===== src/rtl/data_memory_bank.sv =====
// 16x16 register-file data bank with a sequenced clear.
// Optional accepted-write counter enabled by DMEM_WRCOUNT_EN.
`timescale 1ns/1ps
module data_memory_bank #(
  parameter logic [15:0] CLEAR_VALUE = 16'h0000
) (
  input  logic        Clock,
  input  logic        Reset_n,
  input  logic        WriteEnable,
  input  logic [3:0]  WriteAddress,
  input  logic [15:0] WriteData,
  input  logic        ClearReq,
  output logic        Busy,
  output logic [15:0] memword0,
  output logic [15:0] memword1,
  output logic [15:0] memword2,
  output logic [15:0] memword3,
  output logic [15:0] memword4,
  output logic [15:0] memword5,
  output logic [15:0] memword6,
  output logic [15:0] memword7,
  output logic [15:0] memword8,
  output logic [15:0] memword9,
  output logic [15:0] memword10,
  output logic [15:0] memword11,
  output logic [15:0] memword12,
  output logic [15:0] memword13,
  output logic [15:0] memword14,
  output logic [15:0] memword15
`ifdef DMEM_WRCOUNT_EN
  ,
  output logic [15:0] WriteCount
`endif
);

  typedef enum logic {
    IDLE  = 1'b0,
    CLEAR = 1'b1
  } state_t;

  state_t      state;
  state_t      state_n;
  logic [3:0]  idx;
  logic [15:0] mem [16];

  logic        wr_en;
  logic [3:0]  wr_addr;
  logic [15:0] wr_data;
  logic        accept;

  always_ff @(posedge Clock or negedge Reset_n) begin
    if (!Reset_n) state <= IDLE;
    else          state <= state_n;
  end

  // Clear has priority over a coincident write; CLEAR owns the write port.
  always_comb begin
    state_n = state;
    wr_en   = 1'b0;
    wr_addr = WriteAddress;
    wr_data = WriteData;
    accept  = 1'b0;
    unique case (state)
      IDLE: begin
        if (ClearReq) begin
          state_n = CLEAR;
        end else if (WriteEnable) begin
          wr_en  = 1'b1;
          accept = 1'b1;
        end
      end
      CLEAR: begin
        wr_en   = 1'b1;
        wr_addr = idx;
        wr_data = CLEAR_VALUE;
        if (idx == 4'd15) state_n = IDLE;
      end
      default: state_n = IDLE;
    endcase
  end

  always_ff @(posedge Clock or negedge Reset_n) begin
    if (!Reset_n) begin
      idx <= 4'd0;
    end else if (state == CLEAR) begin
      idx <= idx + 4'd1;
    end else begin
      idx <= 4'd0;
    end
  end

  always_ff @(posedge Clock or negedge Reset_n) begin
    if (!Reset_n) begin
      for (int i = 0; i < 16; i++) mem[i] <= 16'h0000;
    end else if (wr_en) begin
      mem[wr_addr] <= wr_data;
    end
  end

  assign Busy = (state == CLEAR);

`ifdef DMEM_WRCOUNT_EN
  always_ff @(posedge Clock or negedge Reset_n) begin
    if (!Reset_n) begin
      WriteCount <= 16'h0000;
    end else if (accept && WriteCount != 16'hFFFF) begin
      WriteCount <= WriteCount + 16'd1;
    end
  end
`else
  logic unused_accept;
  assign unused_accept = accept;
`endif

  assign memword0  = mem[0];
  assign memword1  = mem[1];
  assign memword2  = mem[2];
  assign memword3  = mem[3];
  assign memword4  = mem[4];
  assign memword5  = mem[5];
  assign memword6  = mem[6];
  assign memword7  = mem[7];
  assign memword8  = mem[8];
  assign memword9  = mem[9];
  assign memword10 = mem[10];
  assign memword11 = mem[11];
  assign memword12 = mem[12];
  assign memword13 = mem[13];
  assign memword14 = mem[14];
  assign memword15 = mem[15];

endmodule


===== config.mk =====
export PLATFORM = sky130hd
export DESIGN_NAME = data_memory_bank
export DESIGN_NICKNAME = d
export VERILOG_FILES = /design/src/rtl/data_memory_bank.sv
export SDC_FILE = /design/constraint.sdc
export NUM_CORES = 1
export LEC_CHECK = 0
export CAP_MARGIN = 20
export CORE_ASPECT_RATIO = 1.75
export CORE_MARGIN = 10
export CORE_UTILIZATION = 44
export CTS_BUF_LIST = sky130_fd_sc_hd__clkbuf_16
export DETAILED_ROUTE_END_ITERATION = 12
export PLACE_DENSITY_LB_ADDON = 0.05
export SYNTH_ARGS = -nofsm -noshare
export SYNTH_HDL_FRONTEND = slang
export SYNTH_SLANG_ARGS = --single-unit

===== constraint.sdc =====
create_clock -name Clock -period 2.1 [get_ports Clock]
set_input_delay 0.42 -clock Clock [delete_from_list [all_inputs] [get_ports Clock]]
set_output_delay 0.42 -clock Clock [all_outputs]
set_load 0.01 [all_outputs]

==> impl_metrics.py <==
metrics = {
    "timing": {
        "fmax_mhz": 465.6,
        "hold_violations": 0,
        "maxSlewViolCount": 0,
        "max-slew-margin-rel_pct": 22.59,
        "setup_viol": 117,
        "timing.hold.ws_ps": 452.2,
        "postLayoutSetupSlackWorst_ps": -47.68,
        "rsz0062_at_grt": "yes",
        "fin_crit_sh_pct": 102.3,
        "clock-skew-final_ps": 15.38,
        "min_period_ps": 2148,
        "tightestPinTransition_ps": 1159,
    },
    "global_route": {
        "grt_overflow_total": 0,
        "antenna_found_initial": 0,
        "grt_pass1_wl_um": 46820,
        "grtUsageTotal_pct": 19.93,
        "grt_pass1_vias": 7426,
        "grt_max_degree": 57,
    },
    "detailed_routing": {
        "firstDrtPassIters": 4,
        "via_per_inst": 5.203,
        "drc": 0,
        "finalWirelength_um": 31830,
        "detail_route.wl_per_cell_um": 25.12,
        "drt_iter0_drc": 247,
        "drtAntennaViolNets": 0,
        "num_vias": 6592,
    },
    "synthesis": {
        "yosysMostFrequentCell": "dfrtp_1",
        "async_flop_share_pct": 100.0,
        "synth_area_per_cell_um2": 16.95,
        "synth_common_cells": "dfrtp_1 (261), mux2_2 (252), clkbuf_1 (18)",
        "ys_seq_area_share_pct": 62.56,
        "netlist_instances": 616,
        "synth.distinct_cells": 28,
        "synth.top_cells.by_area": "dfrtp_1 (63%), mux2_2 (27%), a221oi_4 (4.0%), buf_6 (1.7%), nor2b_1 (0.96%)",
        "ys_seq_elements": 261,
        "yosysWarnings": 0,
        "synth_ff_type": "dfrtp_1",
        "yosysTopAreaCell": "dfrtp_1",
        "synth_top_area_share_pct": 62.56,
        "syn-cell-area_mm2": 0.01044,
        "synth.net_count": 641,
        "synth-edff-count": 0,
    },
    "power_and_ir_drop": {
        "powerDensity_mw_per_mm2": 1450,
        "power.leakage_nw": 7.197,
        "ir_drop_mv": 0.8644,
        "p_total_mw": 22.27,
    },
    "worst_setup_path": {
        "r2r_slack_ps": -50,
        "reg2regPathDepth": 4,
        "start_kind": "flop",
        "crit_start": "Busy$_DFF_PN0_",
        "crit_type": "flop to flop",
        "arrival_ps": 2550,
        "endpoint_kind": "flop",
        "worstPathMaxFanout": 10,
        "r2r-end": "memword8[11]$_DFFE_PN0P_",
        "setup.worst_path.end": "memword8[11]$_DFFE_PN0P_",
        "cp.required_ps": 2510,
        "r2r-start": "Busy$_DFF_PN0_",
    },
    "floorplanning": {
        "start_util_pct": 44.74,
        "die-area_mm2": 0.03053,
        "core_area_mm2": 0.02333,
        "row_count": 74,
        "dieWidth_um": 136.4,
        "io-pin-count": 281,
        "die_h_um": 223.8,
    },
    "finish": {
        "layout.nets": 971,
        "drive_above_1_share_pct": 39.77,
        "antenna_cells": 0,
        "instances_no_fill": 1267,
        "area_growth_pct": 47.11,
    },
    "worst_hold_path": {
        "min_path_type": "primary input to async pin",
    },
    "clocking": {
        "htreeDepth": 1,
        "clock_latency_ps": 530,
        "clock-sinks": 261,
        "clockBufferDepth": 3,
        "root_buffer": "clkbuf_16",
        "cts_tree": "built",
        "clkTransAtPathRegs_ps": 60,
        "numCtsBuffers": 25,
    },
    "outcome": {
        "status": "complete, but fails checks",
        "violations": "setup timing",
    },
    "placement": {
        "place_hpwl_um": 22940,
        "dpl.cell_count": 1212,
        "io_buffer_count": 280,
        "routabilityCongestion": 0.8145,
    },
    "flow_run": {
        "maxCapViolCount": 0,
    },
}
[cells by family after synthesis]
group                      count (synthesis)  synth area share, %
xor gates and xnor gates                   2               0.1678
buffers and inverters                     44                2.912
muxes                                    258                27.94
DFF                                      261                62.56
AOI/OAI and AO/OA                         17                4.111
and+or+nand+nor                           33                2.193
adders and majority gates                  1               0.1198
[through the flow]
stage	worst slack, ps	instance area, µm²	util [%]	TNS, ps
global route	-114.2	15360	65.82	-10190
CTS	-57.81	14900	63.85	-1736
global placement	-506.7	13970	59.87	-111460
finish	-47.68	15360	65.82	-2017
detailed placement	-545.7	13970	59.87	-115330
floorplan	-64.44	10450	-	-4305
[cell type report]
cell class / count / area, µm²
Clock buffer: 25 / 625.6
Clock inverter: 19 / 166.4
Fill cell: 1743 / 7974
Inverter: 1 / 3.754
Multi-Input combinational cell: 311 / 4020
Sequential cell: 261 / 6533
Tap cell: 304 / 380.4
Timing Repair Buffer: 346 / 3630
[where the power goes]
part | leakage (nW) | internal, mW | switching [mW]
Clock | 0.415 | 2.53 | 1.87
Combinational | 3.20 | 5.84 | 4.22
Sequential | 3.58 | 6.71 | 1.08
Total | 7.20 | 15.1 | 7.18
[what timing repair did]
action                                  in CTS  in global routing
hold buffers                                 1                  0
gates resized for setup                     28                 97
hold endpoints to repair                    49                  0
cloned                                       0                  3
pin swaps                                    0                  5
endpoints found under the setup margin     189                235
setup buffers                                1                  5
[worst max-delay path, cell delays in order (launching register included)]
cell      delay [ps]
dfrtp_2          450
or4b_4           650
a221oi_4         390
buf_6            200
mux2_2           350
[worst min path at each step]
stage | from | to | slack [ps] | cells past startpoint
2_1_floorplan | Reset_n | Busy$_DFF_PN0_ | 120 | 0
3_3_place_gp | Reset_n | memword15[9]$_DFFE_PN0P_ | 390 | 1
6_report | Reset_n | memword15[7]$_DFFE_PN0P_ | 450 | 2
5_1_grt | Reset_n | memword15[9]$_DFFE_PN0P_ | 490 | 2
3_5_place_dp | Reset_n | memword15[7]$_DFFE_PN0P_ | 400 | 1
4_1_cts | Reset_n | memword13[12]$_DFFE_PN0P_ | 450 | 2
[metal layers]
layer  track usage, %  wire length (µm)  vias up
met3            5.199              2240       39
li1                 -                 -     2844
met2            37.73             17580      205
met5                0                 0        -
met1            20.88             11330     3504
met4            5.381               680        0
[cell usage in the layout, fill, tap and decap left out, types with 3 or more instances in the layout]
cell	count
nor2b_1	14
inv_1	5
mux2_2	147
bufinv_16	3
mux2_4	106
mux2_1	4
clkinv_2	9
a221oi_4	16
buf_6	11
and2_1	3
buf_4	32
dfrtp_1	260
buf_12	19
clkbuf_16	27
clkdlybuf4s50_1	278
Note: power is estimated with default switching activity, not from simulation.
